<file path="src/rtl/run_ctrl.sv">
// run_ctrl: run sequencer for the single-cycle core.
// Sequences core reset/run/halt and arbitrates the data-memory write port.
module run_ctrl #(
    parameter int            CW      = 16,
    parameter logic [CW-1:0] MAX_CYC = CW'(16'hFFFF),
    parameter int            RST_CYC = 2
) (
    input  logic          clk,
    input  logic          reset,
    input  logic          req,
    input  logic          halt,
    output logic          core_rst,
    output logic          core_en,
    output logic          done,
    output logic          busy,
    output logic          timeout,
    output logic [CW-1:0] cycles,
    input  logic          ext_wr_en,
    input  logic [7:0]    ext_addr,
    input  logic [7:0]    ext_dat,
    input  logic          core_wr_en,
    input  logic [7:0]    core_addr,
    input  logic [7:0]    core_dat,
    output logic          mem_wr_en,
    output logic [7:0]    mem_addr,
    output logic [7:0]    mem_dat,
    output logic          ext_err
);

    localparam logic [1:0] IDLE = 2'd0;
    localparam logic [1:0] RST  = 2'd1;
    localparam logic [1:0] RUN  = 2'd2;
    localparam logic [1:0] DONE = 2'd3;

    localparam int RW = (RST_CYC > 1) ? $clog2(RST_CYC) : 1;

    localparam logic [RW-1:0] RST_LAST = RW'(RST_CYC - 1);
    localparam logic [CW-1:0] CYC_LAST = MAX_CYC - CW'(1);

    logic [1:0]    state;
    logic [RW-1:0] rst_cnt;

    // Status outputs come straight from the state register so they never glitch.
    assign core_rst = (state == IDLE) || (state == RST);
    assign core_en  = (state == RUN);
    assign done     = (state == DONE);
    assign busy     = (state == RST) || (state == RUN);

    // Run sequencer: reset hold, run with watchdog, then wait for req to drop.
    always_ff @(posedge clk) begin
        if (reset) begin
            state   <= IDLE;
            rst_cnt <= '0;
            cycles  <= '0;
            timeout <= 1'b0;
        end else begin
            case (state)
                IDLE: begin
                    if (req) begin
                        state   <= RST;
                        rst_cnt <= '0;
                        cycles  <= '0;
                        timeout <= 1'b0;
                    end
                end
                RST: begin
                    rst_cnt <= rst_cnt + RW'(1);
                    if (rst_cnt == RST_LAST) begin
                        state <= RUN;
                    end
                end
                RUN: begin
                    // The halting/expiring cycle is counted, so cycles
                    // tops out at MAX_CYC and can never wrap.
                    cycles <= cycles + CW'(1);
                    if (halt) begin
                        state   <= DONE;
                        timeout <= 1'b0;
                    end else if (cycles == CYC_LAST) begin
                        state   <= DONE;
                        timeout <= 1'b1;
                    end
                end
                DONE: begin
                    if (!req) begin
                        state <= IDLE;
                    end
                end
                default: begin
                    state <= IDLE;
                end
            endcase
        end
    end

    // Sticky flag for testbench writes dropped while the core owns memory.
    always_ff @(posedge clk) begin
        if (reset) begin
            ext_err <= 1'b0;
        end else if (ext_wr_en && busy) begin
            ext_err <= 1'b1;
        end
    end

    // Memory port mux: testbench when idle/done, core otherwise.
    always_comb begin
        mem_wr_en = ext_wr_en;
        mem_addr  = ext_addr;
        mem_dat   = ext_dat;
        case (state)
            RUN: begin
                mem_wr_en = core_wr_en;
                mem_addr  = core_addr;
                mem_dat   = core_dat;
            end
            RST: begin
                // Core is still being reset; its MemWrite is not trusted yet.
                mem_wr_en = 1'b0;
                mem_addr  = core_addr;
                mem_dat   = core_dat;
            end
            default: begin
                mem_wr_en = ext_wr_en;
                mem_addr  = ext_addr;
                mem_dat   = ext_dat;
            end
        endcase
    end

endmodule

</file>
<file path="config.mk">
export PLATFORM = sky130hd
export DESIGN_NAME = run_ctrl
export DESIGN_NICKNAME = d
export VERILOG_FILES = /design/src/rtl/run_ctrl.sv
export SDC_FILE = /design/constraint.sdc
export NUM_CORES = 1
export LEC_CHECK = 0
export CAP_MARGIN = 10
export CORE_ASPECT_RATIO = 0.6
export CORE_UTILIZATION = 37
export DETAILED_ROUTE_END_ITERATION = 16
export MAX_ROUTING_LAYER = met4
export PLACE_DENSITY_LB_ADDON = 0.15
export RECOVER_POWER = 100
export SYNTH_ARGS = -nofsm -noshare
export SYNTH_HDL_FRONTEND = slang
export SYNTH_SLANG_ARGS = --single-unit
</file>
<file path="constraint.sdc">
create_clock -name clk -period 2.1 [get_ports clk]
set_input_delay 0.21 -clock clk [delete_from_list [all_inputs] [get_ports clk]]
set_output_delay 0.21 -clock clk [all_outputs]
set_load 0.02 [all_outputs]
</file>
; ---- Word level (Yosys, flattened, before mapping)
; Index checks and enable logic that the tools add are counted.
[classes]
reduce_logical = 11
eq_ne = 8
n_mux = 16
add_sub_neg = 2
[op_table]
columns = operator, count
row1 = $pmux W16 S2, 1
row2 = $add A16 B1 Y16 const B, 1
row3 = $eq A16 B16 Y1 const B, 1
row4 = $mux W16, 1
row5 = $mux W8, 2
row6 = $mux W2, 5
row7 = $pmux W2 S4, 1
row8 = $ne A2 B2 Y1 const B, 3
row9 = $pmux W1 S2, 3
row10 = $eq A2 B2 Y1 const B, 2
row11 = $reduce_and A2 Y1, 2
row12 = $reduce_and A4 Y1, 1
row13 = $reduce_bool A2 Y1, 2
row14 = $mux W1, 3
row15 = $ne A3 B2 Y1 const B, 1
row16 = $reduce_and A3 Y1, 1
row17 = $eq A2 B1 Y1 const B, 1
row18 = $logic_not A2 Y1, 1
row19 = $logic_or A1 B1 Y1, 2
row20 = $reduce_or A2 Y1, 1
row21 = $add A1 B1 Y1 const B, 1
row22 = $logic_and A1 B1 Y1, 1
[totals]
input_bits = 38
out_inout_bits = 39
ff_bits = 21

; ---- Longest topological paths before layout
; Gate-level depths: netlist of run 1.
[depth]
depth_word = 4
depth_mapped = 7
depth_no_buf = 6

; ---- Worst setup path after synthesis of run 1
; Ideal clock, no wire load.
[synth_timing]
path_kind = reg2reg
start = register state[0]
end = register cycles[13]
path_slack_ps = 66
n_path_buf = 0
arrival_ps = 1964
stages_incl_launch_ff = 7
cell_sequence = dfxtp_1 > inv_1 > ha_1 > mux2i_1 > or3_4 > or4_1 > a21oi_1
[synth_via]
elab_chain_cells = 3
word_cells_on_any_way = 6
classes_between = eq/ne (2) / mux (1) / reduce/logical (3)
[synth_lines]
columns = item, line
row1 = "start, declared", 40  ; logic [1:0] state;
row2 = "start signal, assigned", 52  ; state <= IDLE;
row3 = "start signal, assigned", 60  ; state <= RST;
row4 = "start signal, assigned", 69  ; state <= RUN;
row5 = $eq A2 B2 Y1 *, -
row6 = net core_en, 13  ; output logic core_en,
row7 = $reduce_bool A2 Y1 (no source line), -
row8 = $reduce_and A2 Y1 (no source line), -
row9 = "end signal, assigned", 75  ; cycles <= cycles + CW'(1);
row10 = "end, declared", 17  ; output logic [CW-1:0] cycles,
; Mark *: on every way through the listed nets, which the timed path passes. The rest lies on a longest branch.
; A chain may end at the register's enable or synchronous reset.

; ---- Final worst setup path of run 1
[layout_timing]
start = register state[0]
end = output port mem_dat[7]
[layout_via]
elab_chain_cells = 3
word_cells_on_any_way = 4
classes_between = eq/ne (2) / mux (1) / reduce/logical (1)
[layout_lines]
columns = item, line
row1 = $eq A2 B2 Y1 / $eq A2 B1 Y1 (equally long branches), 110  ; case (state)
row2 = $reduce_or A2 Y1 (no source line) *, -
row3 = $mux W8 *, 110
row4 = "end, declared", 26  ; output logic [7:0] mem_dat,
; Mark *: on every way between the ends. The rest lies on a longest branch, timed or not.

==> flow_summary.toml, run 1 <==
[outcome]
status = "finished, final reports clean"

[finish]
finalNetCount = 269
area_delta_synth_final_pct = 72.7
final_layout_size_suffix_gt1_share_pct = 14.3
stdcell_count = 269
antenna_cells = 0

[power]
clkPwrFrac_pct = 10.7
p_switching_uw = 1070
power-per-cell-area_nw_per_um2 = 1170
worst_ir_drop_vdd_uv = 698
power.share.combinational_pct = 71.1
share_seq_of_total_power_pct = 18.2
netSwitchingFraction_pct = 41.8
leakage_uw = 0.000880
report.power.total_uw = 2560
internal_power_uw = 1490

[hold_path]
worstHoldPathCells = 2
hold_path_end = "ext_err$_SDFFE_PP0P_"
hold_class = "reg2reg"
hold_path.startpoint = "ext_err$_SDFFE_PP0P_"

[timing]
final.setup_skew_ns = 0.00605
shortest_clock_period_the_worst_path_allows_after_layout_ns = 2.05
grt_setup_unrepaired = "false"
worst_tran_pin_value_ns = 0.613
setup_viol = 0
timing.max_slew.rel_slack_pct = 58.8
holdWs_ns = 0.475
final_hold_violation_count = 0
fin_max_slew_vios = 0
timing.final.ws_setup_ns = 0.0460
max_freq_ghz = 0.487
min_period_over_period_pct = 97.8
final_total_negative_setup_slack_ns = 0

[detailed_routing]
wl_microns = 4090
drt_iter0_drc = 35
ant_nets = 0
drt_first_pass_iters = 4
count_of_vias_placed_by_the_detailed_router = 1412
routed_wire_length_per_instance_microns = 15.2
via_per_inst = 5.25
route.detailed.drc = 0

[logic_synthesis]
synth-seq-area-share_pct = 33.1
avgSynthCellArea_sq_um = 9.01
syn-instance-count = 141
yosysWarningCount = 0
synthesis.area_sq_um = 1270
synth.net_count = 185
synthesis_stage_register_bit_count = 21
yosysUniqueCellTypes = 31

[global_route]
global_route.overflow_total = 0
antenna_found_initial = 0
grt_pass1_vias = 1294
grt_first_pass_wirelength_microns = 6000
grt.total_usage_pct = 23.1
maximum_number_of_pins_on_one_net_before_global_route_repair = 21

[floorplan]
start_util_pct = 38.9
floorplan.die.height_microns = 47.4
die_area_sq_um = 3680
design.portCount = 77
rows = 16
coreArea_sq_um = 3260
chipWidth_microns = 77.6

[setup_path]
timing.critical_path.required_ns = 1.89
timing_worst_setup_path_type = "reg2out"
critical_path.startpoint = "state[0]$_SDFFE_PP0P_"
crit-reg2reg-capture = "cycles[13]$_SDFFE_PP0P_"
cp_launch_type = "register"
path_max_fanout = 10
worstReg2RegStart = "state[0]$_SDFFE_PP0P_"
reg2reg_slack_ns = 0.16
worst_setup_path_end_kind = "primary output"
cp.arrival_ns = 1.84
r2r.worst_path.cells = 6

[placed_design]
numPlacedInstances = 264
post-dp-hpwl_microns = 3220
place_ws_ns = 0.0211
finalWeightedCongestion = 0.802
port_buffers = 76

[clock_tree]
clock_edge_transition_at_the_registers_on_the_reported_setup_and_hold_paths_ns = 0.08
clk-insertion-delay-late_ns = 0.27
max-clock-path-buffers = 2
cts_root_buffer = "sky130_fd_sc_hd__clkbuf_8"
htree_levels = 1
cts-buffers-inserted = 3
cts_tree = "yes"
cts.sinks = 21

[job]
drv.max_cap_violation_count = 0
per-layer routing:
layer,vias up,track usage (%),wire [microns]
li1,681,-,-
met1,670,25.2,1770
met2,54,44.2,2080
met3,7,4.85,200
met4,0,6.42,37
met5,-,-,0
kinds of logic (layout without fill, tap and decap cells):
group,after synthesis,count (layout),share of synthesized area (%)
simple gates,53,53,23.1
fa+ha+maj,6,6,5.91
mux,20,20,17.4
flops,21,21,33.1
xor+xnor,9,9,6.21
compound gates,21,21,11.0
buf+inv,11,94,3.25
synthesized netlist by cell type:
cell type	n	area, sq um
sky130_fd_sc_hd__dfxtp_1	21	420
sky130_fd_sc_hd__mux2_2	17	191
sky130_fd_sc_hd__nor2_1	13	48.8
sky130_fd_sc_hd__a21oi_1	8	40.0
sky130_fd_sc_hd__inv_1	7	26.3
sky130_fd_sc_hd__nand3_1	7	35.0
sky130_fd_sc_hd__nand4_1	7	43.8
sky130_fd_sc_hd__ha_1	6	75.1
sky130_fd_sc_hd__nand2_1	5	18.8
sky130_fd_sc_hd__o31ai_1	5	37.5
sky130_fd_sc_hd__xor2_1	5	43.8
sky130_fd_sc_hd__clkbuf_1	4	15.0
sky130_fd_sc_hd__nand2b_1	4	25.0
sky130_fd_sc_hd__or4_1	4	30.0
sky130_fd_sc_hd__xnor2_1	4	35.0
sky130_fd_sc_hd__mux2i_1	3	30.0
sky130_fd_sc_hd__and2_1	2	12.5
sky130_fd_sc_hd__and4_1	2	17.5
sky130_fd_sc_hd__nor3_1	2	10.0
sky130_fd_sc_hd__nor4_1	2	12.5
sky130_fd_sc_hd__o21a_1	2	15.0
sky130_fd_sc_hd__or2_2	2	12.5
sky130_fd_sc_hd__a211oi_1	1	7.51
sky130_fd_sc_hd__a22oi_1	1	7.51
sky130_fd_sc_hd__a32oi_1	1	8.76
sky130_fd_sc_hd__nor2b_1	1	6.26
sky130_fd_sc_hd__nor4b_1	1	8.76
sky130_fd_sc_hd__o2111ai_1	1	8.76
sky130_fd_sc_hd__o211a_1	1	10.0
sky130_fd_sc_hd__o21ai_0	1	5.00
sky130_fd_sc_hd__or3_4	1	11.3
area by class of cell:
class                      count  area [sq um]
inverter                       7          26.3
timing repair buffer          83           821
multi-input combinational    109           823
fill                         287          1070
tap                           45          56.3
clock buffer                   4          45.0
sequential                    21           422
critical path: stages (launching register included):
cell	delay [ns]
sky130_fd_sc_hd__dfxtp_2	0.36
sky130_fd_sc_hd__inv_1	0.10
sky130_fd_sc_hd__ha_4	0.32
sky130_fd_sc_hd__clkbuf_16	0.16
sky130_fd_sc_hd__mux2_2	0.32
sky130_fd_sc_hd__dlygate4sd2_1	0.32
stage by stage:
step,util [%],area [sq um]
after global routing,67.2,2190
after CTS,66.1,2160
after floorplan,-,1270
after detailed placement,65.3,2130
final,67.2,2190
after global placement,65.3,2130
power groups by stage:
stage / registers, uW / logic [uW] / clock network [uW]
final: 467 / 1820 / 273
after detailed placement: 474 / 1810 / 0
after global placement: 469 / 1760 / 0
after CTS: 468 / 1680 / 277
after global routing: 472 / 1930 / 293
after floorplan: 486 / 1000 / 0
cells in the final DEF (no fill, tap or decap), drive strengths merged, types with 3 or more instances in the layout:
master         synthesis  final
o31ai                  5      5
nor2                  13     13
nand2b                 4      4
ha                     6      6
dlygate4sd2            0     15
clkbuf                 4      6
dlygate4sd3            0     20
mux2i                  3      3
nand4                  7      7
nand3                  7      7
buf                    0      5
a21oi                  8      8
xor2                   5      5
clkdlybuf4s50          0     39
or4                    4      4
dfxtp                 21     21
mux2                  17     17
nand2                  5      5
xnor2                  4      4
inv                    7      7
flip-flops by register name, indices dropped and copies added, names as in the netlist:
signal,count
cycles,16
state,2
ext_err,1
rst_cnt,1
timeout,1
worst max-delay path by stage:
stage	slack, ns	to
floorplan	0.07	cycles[13]$_SDFFE_PP0P_
global placement	0.1	mem_addr[0]
finish	0.05	mem_dat[7]
CTS	0.0003	mem_addr[7]
global route	0.008	mem_dat[7]
detailed placement	0.02	mem_addr[1]
timing repair:
| action | 4_1_cts | 5_1_grt |
|---|---|---|
| setup endpoints to repair | 18 | 18 |
| resized for setup | 19 | 4 |
| pin swaps | 0 | 0 |
| cloned | 0 | 1 |
| buffers inserted | 0 | 0 |
| hold buffers | 0 | 0 |
Power figures use the tool's default switching activity.
==> inputs of run 2 (changes only) <==
- SKIP_LAST_GASP: unset -> 1
==> run 2 against run 1 <==
  * Total power barely moved
  * Register-to-register slack about the same
  * Clock-buffer cell count unchanged
  * Hold slack got worse by 0.0011 ns
  * Global-route usage stayed put
  * Via count shrank 0.21%
  * Critical endpoint unchanged
  * Largest power group unchanged
  * Highest routed layer unchanged
==> flow_summary.toml, run 2 (synthesis results as in run 1) <==
[outcome]
status = "finished, final reports clean"

[global_route]
global_route.overflow_total = 0
grt_pass1_vias = 1294
antenna_found_initial = 0
grt.total_usage_pct = 23.1
maximum_number_of_pins_on_one_net_before_global_route_repair = 21
grt_first_pass_wirelength_microns = 6000

[clock_tree]
cts-buffers-inserted = 3
cts_root_buffer = "sky130_fd_sc_hd__clkbuf_8"
clk-insertion-delay-late_ns = 0.27
htree_levels = 1
cts_tree = "yes"
max-clock-path-buffers = 2
clock_edge_transition_at_the_registers_on_the_reported_setup_and_hold_paths_ns = 0.08
post-cts-setup-buffers = 0
cts.sinks = 21

[timing]
shortest_clock_period_the_worst_path_allows_after_layout_ns = 2.06
final_total_negative_setup_slack_ns = 0
timing.max_slew.rel_slack_pct = 58.5
fin_max_slew_vios = 0
holdWs_ns = 0.474
min_period_over_period_pct = 98.0
final.setup_skew_ns = 0.00590
grt_setup_unrepaired = "false"
max_freq_ghz = 0.486
worst_tran_pin_value_ns = 0.617
final_hold_violation_count = 0
setup_viol = 0

[power]
power-per-cell-area_nw_per_um2 = 1170
leakage_uw = 0.000881
p_switching_uw = 1080
worst_ir_drop_vdd_uv = 701
clkPwrFrac_pct = 10.6
power.share.combinational_pct = 71.1
netSwitchingFraction_pct = 41.9
internal_power_uw = 1490
share_seq_of_total_power_pct = 18.2

[floorplan]
floorplan.die.height_microns = 47.4
die_area_sq_um = 3680
rows = 16
start_util_pct = 38.9
chipWidth_microns = 77.6
design.portCount = 77
coreArea_sq_um = 3260

[setup_path]
critical_path.cell_chain = "inv_1 > ha_4 > clkbuf_16 > mux2_2 > dlygate4sd2_1"
timing.critical_path.required_ns = 1.89
path_max_fanout = 10
timing_worst_setup_path_type = "reg2out"
cpMaxStageDelayCell = "sky130_fd_sc_hd__dfxtp_2"
cp_launch_type = "register"
cp.arrival_ns = 1.85
worst_setup_path_end_kind = "primary output"
timing.critical_path.slowest_cell_delay_ns = 0.36

[placed_design]
port_buffers = 76
finalWeightedCongestion = 0.802
post-dp-hpwl_microns = 3220

[finish]
largest_reg_flops = 16
antenna_cells = 0
area_delta_synth_final_pct = 72.6
layout.cells.most_common = "sky130_fd_sc_hd__clkdlybuf4s50_1"
finalNetCount = 269
reg.largest.list = "cycles x16, state x2"
largest-register = "cycles"
mostFrequentLayoutCells = "sky130_fd_sc_hd__clkdlybuf4s50_1 (39), sky130_fd_sc_hd__dfxtp_1 (20), sky130_fd_sc_hd__dlygate4sd3_1 (20)"
final_layout_size_suffix_gt1_share_pct = 14.3

[detailed_routing]
count_of_vias_placed_by_the_detailed_router = 1409
route.detailed.drc = 0
routed_wire_length_per_instance_microns = 15.2
wl_microns = 4090
drt_first_pass_iters = 4
ant_nets = 0
via_per_inst = 5.24
drt_iter0_drc = 30

[hold_path]
hold_class = "reg2reg"

[job]
drv.max_cap_violation_count = 0
## run 2: cell types whose count changed in the layout (fill, tap and decap cells not counted)
cell and delta:
sky130_fd_sc_hd__clkdlybuf4s15_1 -1, sky130_fd_sc_hd__dlygate4sd2_1 +1
## run 2: path summary, 6_finish.rpt
kind                                                 to  depth (start not counted)  slack, ns                   from
worst max-delay path                         mem_dat[7]                          5       0.04  state[0]$_SDFFE_PP0P_
worst min-delay path               ext_err$_SDFFE_PP0P_                          2       0.47   ext_err$_SDFFE_PP0P_
worst max register to register  cycles[13]$_SDFFE_PP0P_                          6       0.16  state[0]$_SDFFE_PP0P_
worst min register to register     ext_err$_SDFFE_PP0P_                          2       0.47   ext_err$_SDFFE_PP0P_
## run 2: repair_timing
item	in CTS	in global routing
hold buffers	0	0
gates cloned	0	1
endpoints found under the setup margin	18	18
gates resized for setup	18	4
## run 2: metrics by stage
stage / total power, uW / utilization, % / instance area (sq um) / setup WS (ns) / cells
6_report: 2570 / 67.2 / 2190 / 0.0425 / 269
5_1_grt: 2700 / 67.2 / 2190 / 0.00569 / 269
4_1_cts: 2430 / 66.0 / 2150 / -0.00332 / 268
3_5_place_dp: 2280 / 65.3 / 2130 / 0.0211 / 264
3_3_place_gp: 2230 / 65.3 / 2130 / 0.0955 / 264
2_1_floorplan: 1490 / - / 1270 / 0.0656 / 141
## run 2: metal layers
| metal | global-route usage, % | vias to the layer above | part of all wire (%) |
|---|---|---|---|
| li1 | - | 681 | - |
| met1 | 25.2 | 670 | 44 |
| met2 | 44.2 | 53 | 51 |
| met3 | 4.85 | 5 | 4.9 |
| met4 | 6.42 | 0 | 0.81 |
| met5 | - | - | 0 |
## run 2: area by class of cell
class                           count  area [sq um]
Inverter                            7          26.3
Sequential cell                    21           422
Timing Repair Buffer               83           820
Tap cell                           45          56.3
Fill cell                         288          1070
Multi-Input combinational cell    109           823
Clock buffer                        4          45.0
## run 2: power by group through the flow
stage	combinational [uW]	sequential, uW	clock, uW
after floorplan	1000	486	0
after global placement	1760	469	0
after detailed placement	1810	474	0
after CTS	1680	468	277
after global routing	1930	472	293
final	1830	467	273
## run 2: critical path: cells and delay by family, from the launching register on
kind                       cells  cell delay [ns]
buffers and inverters          3             0.58
DFF                            1             0.36
adders and majority gates      1             0.32
muxes                          1             0.32
==> inputs of run 3 (changes only) <==
- CTS_BUF_LIST: unset -> sky130_fd_sc_hd__clkbuf_16
==> run 3 against run 2 <==
  * Sequential cell count is the same
  * Largest cell class unchanged
  * Worst setup slack gained 0.018 ns
  * Sequential share of layout area shrank 0.17 points
==> flow_summary.toml, run 3 (synthesis results as in run 1) <==
[detailed_routing]
count_of_vias_placed_by_the_detailed_router = 1405
wl_microns = 4020
drt_first_pass_iters = 4
via_per_inst = 5.24
route.detailed.drc = 0
drt_iter0_drc = 48
routed_wire_length_per_instance_microns = 15.0
ant_nets = 0

[setup_path]
timing_worst_setup_path_type = "reg2out"
cpMaxStageDelayCell = "sky130_fd_sc_hd__dfxtp_1"
timing.critical_path.slowest_cell_delay_ns = 0.39
worst-path-buf-inv = 3
timing.critical_path.required_ns = 1.89
cp_launch_type = "register"
critical_path.cell_chain = "inv_2 > ha_4 > buf_12 > mux2_2 > dlygate4sd2_1"
cp.arrival_ns = 1.83
worst_setup_path_end_kind = "primary output"
critPathTopFamily = "buffers and inverters"
path_max_fanout = 20

[outcome]
status = "finished, final reports clean"

[floorplan]
coreArea_sq_um = 3260
floorplan.die.height_microns = 47.4
rows = 16
die_area_sq_um = 3680
design.portCount = 77
chipWidth_microns = 77.6
start_util_pct = 38.9

[hold_path]
hold_class = "reg2reg"

[timing]
setup_viol = 0
timing.max_slew.rel_slack_pct = 59.4
final.setup_skew_ns = 0.00306
final_total_negative_setup_slack_ns = 0
grt_setup_unrepaired = "false"
min_period_over_period_pct = 97.1
timing.final.ws_setup_ns = 0.0601
fin_max_slew_vios = 0
worst_tran_pin_value_ns = 0.603
shortest_clock_period_the_worst_path_allows_after_layout_ns = 2.04
max_freq_ghz = 0.490
holdWs_ns = 0.468
final_hold_violation_count = 0

[finish]
largest-register = "cycles"
finalNetCount = 268
reg.largest.list = "cycles x16, state x2"
largest_reg_flops = 16
layout.cells.most_common = "sky130_fd_sc_hd__clkdlybuf4s50_1"
antenna_cells = 0
area_delta_synth_final_pct = 73.6
fillCellCount = 279
final_layout_size_suffix_gt1_share_pct = 13.9
stdcell_count = 268
mostFrequentLayoutCells = "sky130_fd_sc_hd__clkdlybuf4s50_1 (39), sky130_fd_sc_hd__dfxtp_1 (21), sky130_fd_sc_hd__dlygate4sd3_1 (20)"

[clock_tree]
htree_levels = 1
cts.sinks = 21
cts-buffers-inserted = 3
post-cts-setup-buffers = 0
cts_root_buffer = "sky130_fd_sc_hd__clkbuf_16"
clock_edge_transition_at_the_registers_on_the_reported_setup_and_hold_paths_ns = 0.06
clk-insertion-delay-late_ns = 0.25
max-clock-path-buffers = 2
cts_tree = "yes"

[global_route]
grt.total_usage_pct = 23.7
grt_first_pass_wirelength_microns = 6110
antenna_found_initial = 0
global_route.overflow_total = 0
maximum_number_of_pins_on_one_net_before_global_route_repair = 21
grt_pass1_vias = 1295

[placed_design]
numPlacedInstances = 264
post-dp-hpwl_microns = 3220
port_buffers = 76
place_ws_ns = 0.0211
finalWeightedCongestion = 0.802

[power]
report.power.total_uw = 2590
leakage_uw = 0.000879
power-per-cell-area_nw_per_um2 = 1180
worst_ir_drop_vdd_uv = 776

[job]
drv.max_cap_violation_count = 0
## run 3: per-stage QoR
stage / util, % / cell area [sq um]
3_5_place_dp: 65.3 / 2130
5_1_grt: 67.6 / 2200
4_1_cts: 67.4 / 2200
6_report: 67.6 / 2200
2_1_floorplan: - / 1270
3_3_place_gp: 65.3 / 2130
## run 3: per-layer routing
layer,part of all wire (%),GRT usage (%),wire length (microns),vias up
li1,-,-,-,683
met1,43,25.5,1710,667
met4,1.1,7.17,46,0
met2,52,44.4,2070,48
met5,0,-,0,-
met3,4.7,6.41,187,7
## run 3: final timing paths
check | startpoint | endpoint | slack (ns) | cells past startpoint
max reg2reg | state[1]$_SDFFE_PP0P_ | cycles[13]$_SDFFE_PP0P_ | 0.18 | 6
min reg2reg | ext_err$_SDFFE_PP0P_ | ext_err$_SDFFE_PP0P_ | 0.47 | 2
min | ext_err$_SDFFE_PP0P_ | ext_err$_SDFFE_PP0P_ | 0.47 | 2
max | state[0]$_SDFFE_PP0P_ | mem_dat[7] | 0.06 | 5
## run 3: final cells by class
cell class	count	area, sq um	area share (%)
well taps	45	56.3	2.55
multi-input cells	109	823	37.3
clock buffers	3	75.1	3.41
repair buffers	82	800	36.3
inverters	7	26.3	1.19
flip-flops and latches	21	420	19.1
clock inverters	1	3.75	0.170
## run 3: report_power, final
group / total, uW / leakage [uW] / internal (uW) / switching, uW
clock network: 400 / 0.0000423 / 254 / 146
logic: 1720 / 0.000667 / 841 / 883
registers: 469 / 0.000170 / 437 / 32.4
## run 3: worst min-delay path, cell delays in order (launching register included)
cell	delay [ns]
sky130_fd_sc_hd__dfxtp_1	0.32
sky130_fd_sc_hd__a21oi_1	0.04
sky130_fd_sc_hd__nor2_1	0.07
## run 3: repair_timing
action | CTS | global route
pin swaps | 0 | 0
endpoints found under the hold margin | 0 | 0
resized for setup | 19 | 12
endpoints found under the setup margin | 18 | 15
hold buffers | 0 | 0
